$ cat config.mk
export PLATFORM = sky130hd
export DESIGN_NAME = alu_arbiter
export DESIGN_NICKNAME = d
export VERILOG_FILES = /design/src/rtl/alu_pkg.sv /design/src/rtl/alu32.sv /design/src/rtl/alu_arbiter.sv
export SDC_FILE = /design/constraint.sdc
export NUM_CORES = 1
export LEC_CHECK = 0
export ABC_AREA = 1
export CAP_MARGIN = 20
export CORE_ASPECT_RATIO = 0.9
export CORE_MARGIN = 2
export CORE_UTILIZATION = 58
export DETAILED_ROUTE_END_ITERATION = 12
export PLACE_DENSITY = 0.91
export SYNTH_ARGS = -nofsm -noshare
export SYNTH_HDL_FRONTEND = slang
export SYNTH_HIERARCHICAL = 1
export SYNTH_SLANG_ARGS = --single-unit
$ cat constraint.sdc
create_clock -name clk -period 4.35 [get_ports clk]
set_clock_uncertainty 0.15 [all_clocks]
set_input_delay 0.87 -clock clk [delete_from_list [all_inputs] [get_ports clk]]
set_output_delay 0.87 -clock clk [all_outputs]
set_load 0.1 [all_outputs]
$ cat src/rtl/alu_pkg.sv
// Shared ALU op-code constants, arbiter FSM encoding and the latched operation payload.
package alu_pkg;

    localparam int unsigned DATA_W = 32;
    localparam int unsigned OP_W   = 3;

    localparam logic [OP_W-1:0] OP_AND = 3'b000;
    localparam logic [OP_W-1:0] OP_OR  = 3'b001;
    localparam logic [OP_W-1:0] OP_ADD = 3'b010;
    localparam logic [OP_W-1:0] OP_SLL = 3'b011;
    localparam logic [OP_W-1:0] OP_NOR = 3'b100;
    localparam logic [OP_W-1:0] OP_BAD = 3'b101;
    localparam logic [OP_W-1:0] OP_SUB = 3'b110;
    localparam logic [OP_W-1:0] OP_SLT = 3'b111;

    typedef enum logic [1:0] {
        ST_IDLE = 2'd0,
        ST_EXEC = 2'd1,
        ST_RESP = 2'd2
    } state_e;

    typedef struct packed {
        logic [DATA_W-1:0] a;
        logic [DATA_W-1:0] b;
        logic [OP_W-1:0]   op;
        logic              id;
    } op_req_t;

endpackage

$ cat src/rtl/alu32.sv
// Combinational 32-bit ALU; op 101 is unsupported and flags an error with a zero result.
module alu32
    import alu_pkg::*;
(
    input  logic [DATA_W-1:0] a,
    input  logic [DATA_W-1:0] b,
    input  logic [OP_W-1:0]   op,
    output logic [DATA_W-1:0] result_c,
    output logic              zero_c,
    output logic              err_c
);

    logic [DATA_W-1:0] diff_c;

    always_comb begin
        diff_c   = a - b;
        result_c = '0;
        err_c    = 1'b0;
        case (op)
            OP_ADD:  result_c = a + b;
            OP_SUB:  result_c = diff_c;
            // slt is the sign bit of the modulo difference
            OP_SLT:  result_c = DATA_W'(diff_c[DATA_W-1]);
            OP_AND:  result_c = a & b;
            OP_OR:   result_c = a | b;
            OP_NOR:  result_c = ~(a | b);
            // full-width shift amount, so a >= 32 clears the result
            OP_SLL:  result_c = b << a;
            default: err_c    = 1'b1;
        endcase
        zero_c = !err_c && (result_c == '0);
    end

endmodule

$ cat src/rtl/alu_arbiter.sv
// Two-requester round-robin front end sharing a single alu32; one operation in flight
// at a time (accept -> execute -> respond).
module alu_arbiter
    import alu_pkg::*;
#(
    parameter bit RST_PRIO = 1'b0
) (
    input  logic              clk,
    input  logic              rst_n,
    input  logic              req0_valid,
    input  logic              req1_valid,
    output logic              req0_ready,
    output logic              req1_ready,
    input  logic [DATA_W-1:0] req0_a,
    input  logic [DATA_W-1:0] req0_b,
    input  logic [DATA_W-1:0] req1_a,
    input  logic [DATA_W-1:0] req1_b,
    input  logic [OP_W-1:0]   req0_op,
    input  logic [OP_W-1:0]   req1_op,
    output logic              rsp_valid,
    input  logic              rsp_ready,
    output logic              rsp_id,
    output logic [DATA_W-1:0] rsp_result,
    output logic              rsp_zero,
    output logic              rsp_err
);

    state_e            state_q;
    state_e            state_d;
    logic              last_q;
    logic              gnt_c;
    logic              any_valid_c;
    logic              accept_c;
    op_req_t           op_q;
    op_req_t           req_sel_c;
    logic [DATA_W-1:0] alu_result_c;
    logic              alu_zero_c;
    logic              alu_err_c;

    // Round-robin pick: contention goes to whoever was not granted last.
    always_comb begin
        any_valid_c = req0_valid | req1_valid;
        gnt_c       = req1_valid;
        if (req0_valid && req1_valid) begin
            gnt_c = ~last_q;
        end
        req_sel_c = gnt_c ? '{a: req1_a, b: req1_b, op: req1_op, id: 1'b1}
                          : '{a: req0_a, b: req0_b, op: req0_op, id: 1'b0};
    end

    // Ready is offered only in IDLE and is held low while reset is asserted.
    always_comb begin
        state_d    = state_q;
        accept_c   = 1'b0;
        req0_ready = 1'b0;
        req1_ready = 1'b0;
        case (state_q)
            ST_IDLE: begin
                if (any_valid_c && rst_n) begin
                    accept_c   = 1'b1;
                    req0_ready = ~gnt_c;
                    req1_ready = gnt_c;
                    state_d    = ST_EXEC;
                end
            end
            ST_EXEC: state_d = ST_RESP;
            ST_RESP: begin
                if (rsp_ready) begin
                    state_d = ST_IDLE;
                end
            end
            default: state_d = ST_IDLE;
        endcase
    end

    always_ff @(posedge clk or negedge rst_n) begin
        if (!rst_n) begin
            state_q <= ST_IDLE;
            last_q  <= ~RST_PRIO;
            op_q    <= '0;
        end else begin
            state_q <= state_d;
            if (accept_c) begin
                op_q   <= req_sel_c;
                last_q <= gnt_c;
            end
        end
    end

    alu32 u_alu (
        .a        (op_q.a),
        .b        (op_q.b),
        .op       (op_q.op),
        .result_c (alu_result_c),
        .zero_c   (alu_zero_c),
        .err_c    (alu_err_c)
    );

    // Response registers load at the end of EXEC and clear on handoff, so they read 0 when idle.
    always_ff @(posedge clk or negedge rst_n) begin
        if (!rst_n) begin
            rsp_valid  <= 1'b0;
            rsp_id     <= 1'b0;
            rsp_result <= '0;
            rsp_zero   <= 1'b0;
            rsp_err    <= 1'b0;
        end else if (state_q == ST_EXEC) begin
            rsp_valid  <= 1'b1;
            rsp_id     <= op_q.id;
            rsp_result <= alu_result_c;
            rsp_zero   <= alu_zero_c;
            rsp_err    <= alu_err_c;
        end else if ((state_q == ST_RESP) && rsp_ready) begin
            rsp_valid  <= 1'b0;
            rsp_id     <= 1'b0;
            rsp_result <= '0;
            rsp_zero   <= 1'b0;
            rsp_err    <= 1'b0;
        end
    end

endmodule

==> results_tabular.tex <==
\begin{tabular}{lr}
\hline
Metric & Value \\
\hline
\multicolumn{2}{l}{\textbf{Place}} \\
\quad Cell count after placement & about 2700 \\
\quad Gpl congestion & 1.171 \\
\quad Detail Placement HPWL & approximately 42000 um \\
\quad Buffers on Ports & between 150 and 200 \\
\multicolumn{2}{l}{\textbf{Finish}} \\
\quad Fraction of final layout cells with drive strength greater than 1 & $\sim$5.2\% \\
\quad Commonest non-fill, non-tap cell in the layout & nand2\_1 \\
\quad Final Non-Filler Cells & 2726 \\
\quad Post-synthesis to final-layout area growth & 17.21\% \\
\quad Nets & 2665 \\
\quad Final core utilization & between 60\% and 70\% \\
\quad ANT cells & 0 \\
\quad Area of combinational cells with multiple inputs & about 0.0093 mm\^{}2 \\
\quad Register cell area after layout & approximately 0.0027 mm\^{}2 \\
\quad Fill cell count & roughly 2100 \\
\quad Top library cells by usage in the layout, fill and taps aside & nand2\_1 (931), nand3\_1 (339), nor2\_1 (177) \\
\multicolumn{2}{l}{\textbf{Power}} \\
\quad Power density normalized to cell area & 822.4 mW/mm\^{}2 \\
\quad Power Total & 12.74 mW \\
\quad Lkg Pwr & 8.134 nW \\
\quad Peak VDD IR & roughly 0.51 mV \\
\multicolumn{2}{l}{\textbf{Synth}} \\
\quad Number of instances in the synthesized netlist & $\sim$2300 \\
\quad Number of nets in the synthesized netlist & between 2000 and 3000 \\
\quad Flops \& latches, synth & 107 \\
\quad Register area share after synthesis & about a fifth \\
\quad Avg Inst Size Synth & 5.731 um\^{}2 \\
\quad Netlist cell types & 53 \\
\quad Synthesized area & approximately 0.013 mm\^{}2 \\
\quad Yosys warning count & 6 \\
\multicolumn{2}{l}{\textbf{Clocking}} \\
\quad Post-cts repair resize count & 0 \\
\quad CTS tree & yes \\
\quad H-tree depth & 3 \\
\quad Total clock sinks & 107 \\
\quad Clock-pin slew on the worst setup and hold paths & about 90 ps \\
\quad Buffer levels on the longest clock path & 2 \\
\quad Quantity of hold-fixing buffers added after cts & 0 \\
\quad Total setup buffers inserted after CTS & 0 \\
\quad Clock Latency Late Sink & $\sim$380 ps \\
\quad Total clock buffers created by CTS & 9 \\
\quad Clock root buffer & clkbuf\_16 \\
\multicolumn{2}{l}{\textbf{Setup path}} \\
\quad Largest fanout on the critical path & 8 \\
\quad Critical Path Stages & 22 \\
\quad Sort of element at the end of the critical path & register \\
\quad Cell at the slowest stage of the critical path & dfrtp\_1 \\
\quad Delay-heaviest family, CP & simple AND/OR/NAND/NOR gates \\
\quad End of the critical path & rsp\_zero\$\_DFFE\_PN0P\_ \\
\quad WP buf/inv & 3 \\
\quad Max incr delay on CP & between 500 and 600 ps \\
\quad Worst Reg2Reg Path Length in Cells & 22 \\
\quad Critical Path Start Type & register \\
\quad Chain of cells forming the critical path & inv\_1, ha\_1, inv\_1, nand2\_1, nor2\_1, inv\_1, nor2\_1, and3\_1, nand2\_1, nand2\_1, nand2\_1, nand2\_1, nor2\_1, nor2\_2, nand2\_1, nor2\_1, nand3\_1, nor3\_2, nand3\_1, nor2\_1, nand2\_1, nand2\_1 \\
\quad Worst reg2reg endpoint & rsp\_zero\$\_DFFE\_PN0P\_ \\
\quad Register-to-register setup slack & 480 ps \\
\quad Critical path origin & op\_q[29]\$\_DFFE\_PN0P\_ \\
\quad Endpoint arrival time on the critical path & a little over 4000 ps \\
\quad Startpoint of the most critical register-to-register path & op\_q[29]\$\_DFFE\_PN0P\_ \\
\quad Critical path type & register to register \\
\quad Worst endpoint required time & around 4500 ps \\
\quad Most Frequent Cell on Critical Path & nand2\_1 \\
\multicolumn{2}{l}{\textbf{Drt}} \\
\quad Antenna-violating nets left & 0 \\
\quad Wire length per cell & 19.37 um \\
\quad DRC violations left & 0 \\
\quad Starting DRT DRC Count & around 2700 \\
\quad Total number of vias & around 17000 \\
\quad Via density per instance & between 6 and 7 \\
\quad Aggregate routed wire length & about 53000 um \\
\quad Pre-Repair DR Iteration Count & 7 \\
\multicolumn{2}{l}{\textbf{Die}} \\
\quad Num ports & 177 \\
\quad Total core area & between 0.02 and 0.025 mm\^{}2 \\
\quad Die area & 0.02401 mm\^{}2 \\
\quad Horizontal die dimension & about 160 um \\
\quad Total number of placement rows & 52 \\
\quad Starting density of the core & just under 60\% \\
\quad Height of the die & approximately 150 um \\
\multicolumn{2}{l}{\textbf{Run}} \\
\quad Number of max-cap violations & 0 \\
\multicolumn{2}{l}{\textbf{Worst hold path}} \\
\quad Worst Hold Class & register to register \\
\multicolumn{2}{l}{\textbf{Global route}} \\
\quad Via count of the first global-routing pass & between 10000 and 15000 \\
\quad Largest net degree at the start of global routing & 70 \\
\quad Residual overflow from global routing & 0 \\
\quad Global-route wire length before repair & 80350 um \\
\quad Total global-route track usage & between 40\% and 50\% \\
\quad Antenna violations before repair & 0 \\
\multicolumn{2}{l}{\textbf{STA}} \\
\quad Ratio of final minimum period to clock period & 88.85\% \\
\quad Maximum frequency from static timing analysis & around 260 MHz \\
\quad Setup repair after global routing missed its margin & no \\
\quad Total count of hold-check failures in the final report & 0 \\
\quad Final setup TNS & 0 ps \\
\quad Final number of setup-violating endpoints & 0 \\
\quad Worst slew margin & between 20\% and 30\% \\
\quad Min cycle time layout & slightly below 4000 ps \\
\quad Transition time of the tightest slew-check pin & 1097 ps \\
\quad Max Slew Vio Count & 0 \\
\multicolumn{2}{l}{\textbf{Outcome}} \\
\quad Result of the run & complete, no violations \\
\hline
\end{tabular}
## cells in the mapped netlist (all sizes together)
library cell,number,area (um^2)
nor4,2,12.51
a31oi,4,25.02
a21oi,105,570.6
a221o,1,10.01
clkbuf,47,177.7
and2,2,12.51
a21boi,6,45.04
nand2,940,3548
o21a,4,30.03
xor2,3,26.28
o21bai,13,101.4
dfstp,1,26.28
a221oi,20,175.2
o2111ai,3,26.28
o211ai,6,45.04
a311oi,2,17.52
nor2,186,725.7
fa,2,40.04
nor3,18,110.1
a21o,6,45.04
and3,7,43.79
a32o,1,10.01
inv,196,735.7
o21ai,83,437.9
clkinv,3,11.26
ha,100,1251
nand3,347,1777
dfrtp,106,2653
nand4,19,118.9
or2,6,37.54
buf,64,345.3
o221ai,2,17.52
nand3b,1,7.510
## state kept, by name, summed over array words and instances, names as in the netlist
register    count
rsp_err         1
last_q          1
op_q           68
rsp_valid       1
rsp_zero        1
rsp_id          1
state_q         2
rsp_result     32
## cell families (layout without fill, tap and decap cells)
kind of cell / count (synthesis) / in the layout / synth area share, %
XOR/XNOR: 3 / 3 / 0.1988
adder cells (fa/ha/maj): 102 / 102 / 9.770
buffers and inverters: 310 / 433 / 9.609
flip-flops: 107 / 107 / 20.27
AO/OA/AOI/OAI: 256 / 256 / 11.78
AND/OR/NAND/NOR: 1528 / 1528 / 48.38
## cell type report
class | count | share of cell area (%)
clock buffer | 10 | 1.543
inverter | 199 | 4.822
tap | 297 | 2.399
sequential | 107 | 17.29
timing repair buffer | 218 | 13.62
clock inverter | 6 | 0.4200
multi-input combinational | 1889 | 59.91
## where the power goes
group          internal, mW  leakage, nW  switching, mW
sequential             1.37         1.37          0.559
clock                 0.424        0.150          0.457
combinational          2.86         6.62           7.07
total                  4.66         8.13           8.08
## stage by stage
stage                     worst slack, ps  cell area (um^2)  hold slack (ps)
after CTS                           677.5             15460            344.1
after global routing                282.4             15490            371.9
after detailed placement            716.0             15160            332.1
after floorplan                     558.3             13220            297.3
after global placement              581.3             15160            316.9
final                               484.9             15490            340.1
## worst min-delay path, delay by kind of cell, from the launching register on
kind | cells | cell delay, ps
flops | 1 | 380
simple gates | 2 | 110
## metal layers
metal  track usage (%)  routed length (um)  vias to the layer above
li1                  -                   -                     7684
met1             58.85               20440                     7382
met2             65.40               22200                     1281
met3             10.62                7419                      178
met4             18.41                2729                        0
met5                 0                   0                        -
## worst min path at each step
stage / end / depth (start not counted) / slack, ps / from
2_1_floorplan: last_q$_DFFE_PN1P_ / 2 / 300 / last_q$_DFFE_PN1P_
3_5_place_dp: last_q$_DFFE_PN1P_ / 2 / 330 / last_q$_DFFE_PN1P_
3_3_place_gp: last_q$_DFFE_PN1P_ / 2 / 320 / last_q$_DFFE_PN1P_
5_1_grt: rsp_result[11]$_DFFE_PN0P_ / 2 / 370 / rsp_result[11]$_DFFE_PN0P_
6_report: last_q$_DFFE_PN1P_ / 2 / 340 / last_q$_DFFE_PN1P_
4_1_cts: last_q$_DFFE_PN1P_ / 2 / 340 / last_q$_DFFE_PN1P_
Power figures use the tool's default switching activity.
